[src/rtl/axi_pkg.sv]
// Shared AXI encodings: burst types, response codes and the write-slave FSM state type.
package axi_pkg;

    localparam logic [1:0] BURST_FIXED = 2'b00;
    localparam logic [1:0] BURST_INCR  = 2'b01;
    localparam logic [1:0] BURST_WRAP  = 2'b10;
    localparam logic [1:0] BURST_RSVD  = 2'b11;

    localparam logic [1:0] RESP_OKAY   = 2'b00;
    localparam logic [1:0] RESP_EXOKAY = 2'b01;
    localparam logic [1:0] RESP_SLVERR = 2'b10;
    localparam logic [1:0] RESP_DECERR = 2'b11;

    typedef enum logic [1:0] {
        StIdle,
        StData,
        StResp
    } wr_state_e;

    // Only 2/4/8/16-beat bursts may wrap; other lengths fall back to INCR.
    function automatic logic wrap_len_ok(input logic [3:0] len);
        return (len == 4'd1) || (len == 4'd3) || (len == 4'd7) || (len == 4'd15);
    endfunction

endpackage

[src/rtl/axi_write_slave_if.sv]
// AXI3 write-channel bundle (AW, W, B) with master and slave views.
interface axi_write_slave_if #(
    parameter int unsigned buswidth = 32
) ();

    logic [3:0]            AWID;
    logic [31:0]           AWADDR;
    logic [3:0]            AWLEN;
    logic [2:0]            AWSIZE;
    logic [1:0]            AWBURST;
    logic                  AWVALID;
    logic                  AWREADY;

    logic [3:0]            WID;
    logic [buswidth-1:0]   WDATA;
    logic [buswidth/8-1:0] WSTRB;
    logic                  WLAST;
    logic                  WVALID;
    logic                  WREADY;

    logic [3:0]            BID;
    logic [1:0]            BRESP;
    logic                  BVALID;
    logic                  BREADY;

    modport slave (
        input  AWID, AWADDR, AWLEN, AWSIZE, AWBURST, AWVALID,
        output AWREADY,
        input  WID, WDATA, WSTRB, WLAST, WVALID,
        output WREADY,
        output BID, BRESP, BVALID,
        input  BREADY
    );

    modport master (
        output AWID, AWADDR, AWLEN, AWSIZE, AWBURST, AWVALID,
        input  AWREADY,
        output WID, WDATA, WSTRB, WLAST, WVALID,
        input  WREADY,
        input  BID, BRESP, BVALID,
        output BREADY
    );

endinterface

[src/rtl/axi_burst_addr_gen.sv]
// Combinational next-beat byte address for AXI FIXED / INCR / WRAP bursts.
// Reserved burst type and non-wrappable WRAP lengths step as INCR.
module axi_burst_addr_gen
    import axi_pkg::*;
(
    input  logic [31:0] addr_i,
    input  logic [3:0]  len_i,
    input  logic [2:0]  size_i,
    input  logic [1:0]  burst_i,
    output logic [31:0] next_addr_o
);

    logic [31:0] step;
    logic [31:0] incr;
    logic [31:0] total;
    logic [31:0] mask;

    // Compute the step and wrap window, then select by burst type.
    always_comb begin
        step  = 32'd1 << size_i;
        incr  = addr_i + step;
        total = ({28'd0, len_i} + 32'd1) << size_i;
        mask  = total - 32'd1;
        next_addr_o = incr;
        case (burst_i)
            BURST_FIXED: next_addr_o = addr_i;
            BURST_WRAP: begin
                if (wrap_len_ok(len_i)) begin
                    next_addr_o = (addr_i & ~mask) | (incr & mask);
                end
            end
            default: next_addr_o = incr;
        endcase
    end

endmodule

[src/rtl/axi_write_slave.sv]
// AXI3 write slave: accepts one AW burst, writes W beats into a word memory under WSTRB,
// then returns a single B response. One transaction outstanding at a time.
// Optional WRITE_SLAVE_ERR_EN: sticky per-burst error checking driving BRESP=SLVERR and
// suppressing out-of-range writes; without it BRESP is always OKAY and addresses alias.
module axi_write_slave
    import axi_pkg::*;
#(
    parameter int unsigned buswidth = 32,
    parameter int unsigned DEPTH    = 64
) (
    input  logic                     ACLK,
    input  logic                     ARESETn,
    axi_write_slave_if.slave         bus,
    input  logic [$clog2(DEPTH)-1:0] mem_rd_addr,
    output logic [buswidth-1:0]      mem_rd_data
);

    localparam int unsigned BPB      = buswidth / 8;
    localparam int unsigned AddrLsb  = $clog2(BPB);
    localparam int unsigned IdxW     = $clog2(DEPTH);
    localparam logic [32:0] MemBytes = 33'(DEPTH * BPB);

    wr_state_e state_q, state_d;

    logic        awready_q, awready_d;
    logic        wready_q,  wready_d;
    logic        bvalid_q,  bvalid_d;
    logic [3:0]  bid_q,     bid_d;
    logic [1:0]  bresp_q,   bresp_d;

    logic [3:0]  awid_q,  awid_d;
    logic [31:0] addr_q,  addr_d;
    logic [3:0]  len_q,   len_d;
    logic [2:0]  size_q,  size_d;
    logic [1:0]  burst_q, burst_d;
    logic [3:0]  cnt_q,   cnt_d;
    logic        err_q,   err_d;

    logic [buswidth-1:0] mem_q [DEPTH];

    logic            aw_hs, w_hs, b_hs, last_beat;
    logic            mem_we, beat_err, aw_err;
    logic [IdxW-1:0] mem_idx;
    logic [31:0]     next_addr;

    assign aw_hs     = bus.AWVALID & awready_q;
    assign w_hs      = bus.WVALID & wready_q;
    assign b_hs      = bus.BREADY & bvalid_q;
    assign last_beat = (cnt_q == len_q);
    assign mem_idx   = addr_q[AddrLsb +: IdxW];

    axi_burst_addr_gen u_addr_gen (
        .addr_i      (addr_q),
        .len_i       (len_q),
        .size_i      (size_q),
        .burst_i     (burst_q),
        .next_addr_o (next_addr)
    );

`ifdef WRITE_SLAVE_ERR_EN
    logic beat_oor;

    // Per-beat and per-address error sources; out-of-range beats do not touch memory.
    always_comb begin
        beat_oor = ({1'b0, addr_q} >= MemBytes);
        beat_err = beat_oor | (bus.WID != awid_q) | (bus.WLAST != last_beat);
        aw_err   = ((32'd1 << bus.AWSIZE) > 32'(BPB)) | (bus.AWBURST == BURST_RSVD);
        mem_we   = w_hs & ~beat_oor;
    end
`else
    logic unused_err_in;
    assign unused_err_in = ^{bus.WID, bus.WLAST, MemBytes};

    // No checking: every accepted beat writes, upper index bits alias.
    always_comb begin
        beat_err = 1'b0;
        aw_err   = 1'b0;
        mem_we   = w_hs;
    end
`endif

    // FSM state register.
    always_ff @(posedge ACLK or negedge ARESETn) begin
        if (!ARESETn) begin
            state_q <= StIdle;
        end else begin
            state_q <= state_d;
        end
    end

    // FSM next-state logic.
    always_comb begin
        state_d = state_q;
        case (state_q)
            StIdle:  if (aw_hs) state_d = StData;
            StData:  if (w_hs && last_beat) state_d = StResp;
            StResp:  if (b_hs) state_d = StIdle;
            default: state_d = StIdle;
        endcase
    end

    // FSM outputs and datapath next values; all handshake outputs are registered.
    always_comb begin
        awready_d = awready_q;
        wready_d  = wready_q;
        bvalid_d  = bvalid_q;
        bid_d     = bid_q;
        bresp_d   = bresp_q;
        awid_d    = awid_q;
        addr_d    = addr_q;
        len_d     = len_q;
        size_d    = size_q;
        burst_d   = burst_q;
        cnt_d     = cnt_q;
        err_d     = err_q;
        case (state_q)
            StIdle: begin
                awready_d = 1'b1;
                if (aw_hs) begin
                    awready_d = 1'b0;
                    wready_d  = 1'b1;
                    awid_d    = bus.AWID;
                    addr_d    = bus.AWADDR;
                    len_d     = bus.AWLEN;
                    size_d    = bus.AWSIZE;
                    burst_d   = bus.AWBURST;
                    cnt_d     = 4'd0;
                    err_d     = aw_err;
                end
            end
            StData: begin
                if (w_hs) begin
                    addr_d = next_addr;
                    cnt_d  = cnt_q + 4'd1;
                    err_d  = err_q | beat_err;
                    // Burst length comes from AWLEN alone, not WLAST.
                    if (last_beat) begin
                        wready_d = 1'b0;
                        bvalid_d = 1'b1;
                        bid_d    = awid_q;
                        bresp_d  = (err_q | beat_err) ? RESP_SLVERR : RESP_OKAY;
                    end
                end
            end
            StResp: begin
                if (b_hs) begin
                    bvalid_d  = 1'b0;
                    awready_d = 1'b1;
                end
            end
            default: ;
        endcase
    end

    // Handshake outputs and latched burst context.
    always_ff @(posedge ACLK or negedge ARESETn) begin
        if (!ARESETn) begin
            awready_q <= 1'b0;
            wready_q  <= 1'b0;
            bvalid_q  <= 1'b0;
            bid_q     <= 4'd0;
            bresp_q   <= RESP_OKAY;
            awid_q    <= 4'd0;
            addr_q    <= 32'd0;
            len_q     <= 4'd0;
            size_q    <= 3'd0;
            burst_q   <= BURST_FIXED;
            cnt_q     <= 4'd0;
            err_q     <= 1'b0;
        end else begin
            awready_q <= awready_d;
            wready_q  <= wready_d;
            bvalid_q  <= bvalid_d;
            bid_q     <= bid_d;
            bresp_q   <= bresp_d;
            awid_q    <= awid_d;
            addr_q    <= addr_d;
            len_q     <= len_d;
            size_q    <= size_d;
            burst_q   <= burst_d;
            cnt_q     <= cnt_d;
            err_q     <= err_d;
        end
    end

    // Byte-strobed memory write; contents deliberately survive reset.
    always_ff @(posedge ACLK) begin
        if (mem_we) begin
            for (int b = 0; b < int'(BPB); b++) begin
                if (bus.WSTRB[b]) begin
                    mem_q[mem_idx][8*b +: 8] <= bus.WDATA[8*b +: 8];
                end
            end
        end
    end

    assign bus.AWREADY = awready_q;
    assign bus.WREADY  = wready_q;
    assign bus.BVALID  = bvalid_q;
    assign bus.BID     = bid_q;
    assign bus.BRESP   = bresp_q;
    assign mem_rd_data = mem_q[mem_rd_addr];

endmodule

[src/flat_wrapper.sv]
// flat-port wrapper written by rule: the top's interface ports become plain ports
module axi_write_slave_flat import axi_pkg::*;
#(
    parameter int unsigned buswidth = 32,
    parameter int unsigned DEPTH    = 64
)
  (ACLK, ARESETn, mem_rd_addr, mem_rd_data, bus_AWID, bus_AWADDR, bus_AWLEN, bus_AWSIZE, bus_AWBURST, bus_AWVALID, bus_AWREADY, bus_WID, bus_WDATA, bus_WSTRB, bus_WLAST, bus_WVALID, bus_WREADY, bus_BID, bus_BRESP, bus_BVALID, bus_BREADY);
  axi_write_slave_if #(.buswidth(buswidth)) bus_i ();
  input  logic ACLK;
  input  logic ARESETn;
  input  logic [$clog2(DEPTH)-1:0] mem_rd_addr;
  output logic [buswidth-1:0] mem_rd_data;
  input wire logic [$bits(bus_i.AWID)-1:0] bus_AWID;
  input wire logic [$bits(bus_i.AWADDR)-1:0] bus_AWADDR;
  input wire logic [$bits(bus_i.AWLEN)-1:0] bus_AWLEN;
  input wire logic [$bits(bus_i.AWSIZE)-1:0] bus_AWSIZE;
  input wire logic [$bits(bus_i.AWBURST)-1:0] bus_AWBURST;
  input wire logic [$bits(bus_i.AWVALID)-1:0] bus_AWVALID;
  output wire logic [$bits(bus_i.AWREADY)-1:0] bus_AWREADY;
  input wire logic [$bits(bus_i.WID)-1:0] bus_WID;
  input wire logic [$bits(bus_i.WDATA)-1:0] bus_WDATA;
  input wire logic [$bits(bus_i.WSTRB)-1:0] bus_WSTRB;
  input wire logic [$bits(bus_i.WLAST)-1:0] bus_WLAST;
  input wire logic [$bits(bus_i.WVALID)-1:0] bus_WVALID;
  output wire logic [$bits(bus_i.WREADY)-1:0] bus_WREADY;
  output wire logic [$bits(bus_i.BID)-1:0] bus_BID;
  output wire logic [$bits(bus_i.BRESP)-1:0] bus_BRESP;
  output wire logic [$bits(bus_i.BVALID)-1:0] bus_BVALID;
  input wire logic [$bits(bus_i.BREADY)-1:0] bus_BREADY;
  assign bus_i.AWID = bus_AWID;
  assign bus_i.AWADDR = bus_AWADDR;
  assign bus_i.AWLEN = bus_AWLEN;
  assign bus_i.AWSIZE = bus_AWSIZE;
  assign bus_i.AWBURST = bus_AWBURST;
  assign bus_i.AWVALID = bus_AWVALID;
  assign bus_AWREADY = bus_i.AWREADY;
  assign bus_i.WID = bus_WID;
  assign bus_i.WDATA = bus_WDATA;
  assign bus_i.WSTRB = bus_WSTRB;
  assign bus_i.WLAST = bus_WLAST;
  assign bus_i.WVALID = bus_WVALID;
  assign bus_WREADY = bus_i.WREADY;
  assign bus_BID = bus_i.BID;
  assign bus_BRESP = bus_i.BRESP;
  assign bus_BVALID = bus_i.BVALID;
  assign bus_i.BREADY = bus_BREADY;
  axi_write_slave #(.buswidth(buswidth), .DEPTH(DEPTH)) u_core (.ACLK(ACLK), .ARESETn(ARESETn), .bus(bus_i), .mem_rd_addr(mem_rd_addr), .mem_rd_data(mem_rd_data));
endmodule
[config.mk]
export PLATFORM = sky130hd
export DESIGN_NAME = axi_write_slave_flat
export DESIGN_NICKNAME = d
export VERILOG_FILES = /design/src/rtl/axi_pkg.sv /design/src/rtl/axi_write_slave_if.sv /design/src/rtl/axi_burst_addr_gen.sv /design/src/rtl/axi_write_slave.sv /design/src/flat_wrapper.sv
export SDC_FILE = /design/constraint.sdc
export NUM_CORES = 2
export LEC_CHECK = 0
export ABC_AREA = 1
export BUFFER_PORTS_ARGS = -buffer_cell sky130_fd_sc_hd__buf_2
export CORE_ASPECT_RATIO = 0.75
export CORE_UTILIZATION = 57
export CTS_CLUSTER_SIZE = 24
export DETAILED_ROUTE_END_ITERATION = 10
export PLACE_DENSITY = 0.76
export SYNTH_ARGS = -nofsm -noshare
export SYNTH_HDL_FRONTEND = slang
export SYNTH_SLANG_ARGS = --single-unit
[constraint.sdc]
create_clock -name ACLK -period 2.19 [get_ports ACLK]
set_clock_uncertainty 0.15 [all_clocks]
set_input_delay 0.3285 -clock ACLK [delete_from_list [all_inputs] [get_ports ACLK]]
set_output_delay 0.3285 -clock ACLK [all_outputs]
set_load 0.01 [all_outputs]
; ---- Word level (Yosys, flattened, before mapping)
; Memories as Yosys holds them, arrays and structs flattened.
; Cells that the tools add are included.
[totals]
regBits = 58
ram_bits = 2048
output_inout_bits = 41
wordCells = 91
n_memories = 1
[op_classes]
addsub = 4
eq_ne = 14
shifts = 2
n_mux = 35
n_bitwise = 7
n_reduce_logical = 17
[mem_list]
columns = memory, depth, width, read_ports, rd_ports_with_merged_regs, write_ports, line_no
row1 = u_core.mem_q, 64, 32, 1, 0, 1, axi_write_slave.sv:39  ; logic [buswidth-1:0] mem_q [DEPTH];
[ops]
columns = operator, n
row1 = 32-bit one-hot mux with 2 select lines, 2
row2 = 32-bit two-way mux, 3
row3 = 32-bit AND, 2
row4 = 32-bit adder, 1
row5 = 32-bit NOT, 1
row6 = 32-bit OR, 1
row7 = 1-bit by 3-bit left shift with 32-bit output (first input constant), 1
row8 = 5-bit by 3-bit left shift with 32-bit output, 1
row9 = 32-bit by 1-bit subtractor with 32-bit output (second input constant), 1
row10 = 1-bit two-way mux, 20
row11 = 4-bit AND reduction, 3
row12 = 2-bit by 1-bit inequality test with 1-bit output (second input constant), 5
row13 = 3-bit AND reduction, 3
row14 = 4-bit two-way mux, 2
row15 = 4-bit one-hot mux with 2 select lines, 1
row16 = 2-bit two-way mux, 3
row17 = 1-bit one-hot mux with 2 select lines, 3
row18 = 2-bit one-hot mux with 3 select lines, 1
row19 = 2-bit nonzero test, 3
row20 = 4-bit by 1-bit adder with 5-bit output (second input constant), 1
row21 = 4-bit by 1-bit adder with 4-bit output (second input constant), 1
row22 = 2-bit == test (second input constant), 2
row23 = 4-bit by 1-bit == test with 1-bit output (second input constant), 1
row24 = 4-bit by 2-bit == test with 1-bit output (second input constant), 1
row25 = 10 further kinds, 16

; ---- Depth between registers and ports, before layout
[depth]
word_depth = 10
depth_mapped = 19
ltp_nobuf = 18

; ---- Modules after synthesis
; From an unflattened synthesis, not the netlist that was laid out.
[unflattened]
cells_unflattened = 7885
hier_area_um2 = 88743.9
[by_module_without_submodules]
columns = module, n_inst, cells_each, area_each_um2, seq_area_each_um2
row1 = axi_write_slave, 1, 7320, 85766.0, 62950.4
row2 = axi_burst_addr_gen, 1, 565, 2977.9, 0.0

; ---- Worst setup path after synthesis
; OpenSTA, ideal clock, no wires.
[synth_timing]
path_type = flip-flop to flip-flop
startpoint = register u_core.size_q[2]
endpoint = register with a tool-made name
arrival_ns = 2.080
required_ns = 1.924
setup_slack_ns = -0.156
stages_incl_launch_ff = 18
cell_sequence = dfrtp_1 buf_2 nor2_2 inv_1 nor2_2 ha_1 fa_1 nand3_1 nand3_1 a21oi_1 nor2_1 nor2_1 xor2_1 nor2_1 nand2_1 nand2_1 nand2_1 nand2_1
[synth_rtl]
columns = item, line_no
row1 = "start, declared", axi_write_slave.sv:34  ; logic [2:0] size_q, size_d;
row2 = "start signal, assigned", axi_write_slave.sv:179  ; size_q <= size_d;

; ---- Worst setup path after layout
[layout_timing]
startpoint = input mem_rd_addr[0]
endpoint = output mem_rd_data[15]
[layout_between]
elab_chain_cells = 1
[layout_rtl]
columns = item, line_no
row1 = "start, declared", flat_wrapper.sv:11  ; input logic [$clog2(DEPTH)-1:0] mem_rd_addr;
row2 = memory 64 x 32 bit, --
row3 = "end, declared", flat_wrapper.sv:12  ; output logic [buswidth-1:0] mem_rd_data;
; Every way passes these cells.

==> summary.md <==
| Metric | Value |
|---|---|
| Max IR drop VDD | `1180 µV` |
| WP data arrival | `2480 ps` |
| Detailed-route wire length | `257,000 µm` |
| Post-DP HPWL | `155,000 µm` |
| RSZ-0062 raised after global routing | `yes` |
| Crit end category | `output port` |
| CTS Sinks | `2,082` |
| Period utilization | `1.35` |
| Sequential fraction of the synthesis area | `0.745` |
| Clock slew at reported path FFs | `60 ps` |
| Max-cap violations | `0` |
| Measured slew at the worst slew-check pin | `1310 ps` |
| GRT Residual Overflow | `0` |
| # nets final | `7,521` |
| Starting Density | `0.576` |
| Hold Path Depth | `2` |
| Pleak | `0.0346 µW` |
| IO Count | `138` |
| Routed len/inst | `27.1 µm` |
| Most frequent cells in the layout | `edfxtp_1 (2,048), nor2_1 (1,454), o21ai_0 (824), buf_4 (719), o22ai_1 (510)` |
| First-pass GRT wire length | `369,000 µm` |
| Outcome | `complete, but fails checks` |
| CTS tree | `done` |
| Delay-heaviest family, CP | `compound AO/OA/AOI/OAI gates` |
| Slew Viols, Final | `0` |
| Most frequent CP cell | `buf_16` |
| Antenna violations before repair | `5` |
| Post-Syn Area | `83,700 µm²` |
| Final TNS setup | `-24,140 ps` |
| Pre-antenna DRT Iters | `9` |
| Buffering stage count on the worst path with inverters included | `5` |
| Worst R2R Path Depth | `16` |
| Setup slack at placement | `-1130 ps` |
| Worst path max stage delay | `350 ps` |
| CP required | `1710 ps` |
| Fmax | `338 MHz` |
| Top cells by area, synth | `edfxtp_1 (73%), o21ai_0 (7.1%), nor2_1 (6.8%)` |
| Yosys reg bits | `2,082` |
| Inst Count DP | `9,071` |
| Initial drt markers | `10,700` |
| Dominant synthesized flop cell | `edfxtp_1` |
| CTS max path bufs | `3` |
| Critical path fanouts, max | `38` |
| H-tree levels | `4` |
| Hold violation count in the final report | `0` |
| Final core utilization | `0.699` |
| FP Rows | `121` |
| Post-Place Cell Area | `92,600 µm²` |
| Post-Layout Cell Count | `9,477` |
| Crit path cell chain | `buf_16 > buf_16 > buf_16 > buf_4 > o21ai_0 > o22ai_1 > o21ai_1 > o22ai_1 > o21ai_2 > o21ai_4 > buf_6` |
| Pin count of the biggest net entering global routing | `78` |
| Vias in the first global route | `58,600` |
| Mean post-synth cell area | `12.6 µm²` |
| Die Footprint | `148,000 µm²` |
| Design area | `102,000 µm²` |
| Share of cells above drive strength 1 | `0.230` |
| Via density per instance | `6.54` |
| Kind of critical path | `input port to output port` |
| Commonest non-fill, non-tap cell in the layout | `edfxtp_1` |
| Post-Syn Instances | `6,667` |
| Clock latency on the worst-skew pair | `840 ps` |
| Port Buffers | `106` |
| Area growth syn-to-layout | `21.5%` |
| CTS Buf Count | `183` |
| Worst setup margin | `-770 ps` |
| Core Area | `145,000 µm²` |
| CP max stage cell | `o21ai_4` |
| Vias | `62,000` |
| Startpoint type of the worst setup path | `input port` |
| DIE HEIGHT | `334 µm` |
| Post-synth ARST share | `0.0163` |
| Final Critical Period | `2960 ps` |
| Levels on crit path | `11` |
| Failing checks | `setup timing` |
| Yosys cell types | `43` |
| Yosys top cell by area | `edfxtp_1` |
| Final-report setup violation count | `123` |
| Residual DRC | `0` |
| Die width | `444 µm` |
| GRT Total Usage | `0.334` |
| Pwr dens | `898 nW/µm²` |
| Detail Route Antenna Nets | `0` |
| Number of synthesized flops with an enable pin | `2,048` |
| Hold Crit Class | `input port to flop` |
| Clock Root Buffer | `clkbuf_16` |
| Slew HR | `0.126` |
| RePlAce Congestion | `0.957` |
| Yosys top cell area share | `0.735` |
| Yosys warning total | `0` |
-- worst reg2reg max path, delay by kind of cell (launching register included) --
family | cells | cell delay [ps]
compound gates | 1 | 240
flops | 1 | 430
simple gates | 11 | 950
fa+ha+maj | 1 | 190
buf+inv | 3 | 340
-- synthesized netlist by cell type, types with 2 or more instances --
cell,instances
a21o_1,2
a21oi_1,30
and3_1,2
buf_1,9
buf_2,109
buf_4,47
buf_6,18
buf_8,4
clkbuf_1,290
dfrtp_1,34
edfxtp_1,2048
ha_1,11
inv_1,48
inv_2,6
nand2_1,412
nand3_1,110
nand4_1,7
nor2_1,1512
nor2_2,4
nor3_1,28
o211ai_1,5
o21a_1,2
o21ai_0,1182
o21ai_1,119
o22ai_1,605
or2_2,2
xor2_1,5
-- flip-flops by register name (all words and copies together) (netlist names), 2 cells and up, named ones only --
signal	flops
u_core.bus.BID	4
u_core.size_q	3
u_core.burst_q	2
u_core.state_q	2
u_core.awid_q	4
u_core.len_q	4
u_core.mem_q	2048
u_core.cnt_q	4
-- path summary, 6_finish.rpt --
path                                               start                        endpoint  slack [ps]
setup / recovery                          mem_rd_addr[0]                 mem_rd_data[15]        -770
hold / removal                             bus_WDATA[11]  u_core.mem_q[33][11]$_DFFE_PP_          40
setup reg to reg             u_core.len_q[1]$_DFFE_PN0P_                            flop        -230
hold reg to reg            u_core.bus.BID[2]$_DFFE_PN0P_   u_core.bus.BID[2]$_DFFE_PN0P_         340
max in group asynchronous                        ARESETn    u_core.size_q[0]$_DFFE_PN0P_        1200
min in group asynchronous                        ARESETn      asynchronous set/reset pin         490
-- metrics by stage --
stage / hold WS [ps] / total power [µW]
after CTS: 9.04 / 89300
after global routing: 50.2 / 93300
after floorplan: -117 / 51000
after detailed placement: 305 / 56500
after global placement: 300 / 56200
final: 35.3 / 91200
-- cell type report --
| cell class | instances | area [µm²] |
|---|---|---|
| multi-input cells | 4053 | 21000 |
| repair buffers | 1035 | 9670 |
| clock buffers | 215 | 4760 |
| well taps | 1906 | 2380 |
| inverters | 56 | 277 |
| diodes | 6 | 15.0 |
| repair inverters | 1 | 11.3 |
| clock inverters | 123 | 1140 |
| fillers | 9008 | 43700 |
| flip-flops and latches | 2082 | 62400 |
-- what timing repair did --
action	in CTS	in global routing
resized for setup	494	450
hold buffers	50	0
pin swaps	194	186
buffers inserted	16	13
cloned	1	4
setup endpoints to repair	671	488
hold endpoints to repair	636	0
-- metal layers --
layer | part of all wire | GRT usage
met3 | 0.14 | 0.0906
met4 | 0.053 | 0.162
met2 | 0.46 | 0.510
met5 | 0.00085 | 0.00875
met1 | 0.35 | 0.445
-- cells by family after synthesis --
group           Yosys count  synth area share
flops                  2082             0.745
fa+ha+maj                12           0.00188
compound gates         1951             0.126
xor+xnor                  6          0.000628
buf+inv                 533            0.0299
other cells               1         0.0000448
simple gates           2082            0.0962
-- where the power goes --
part / switching, µW / internal (µW)
Clock: 14600 / 17900
Combinational: 8780 / 4890
Sequential: 522 / 44500
No activity file was read; power rests on OpenSTA's default activity.
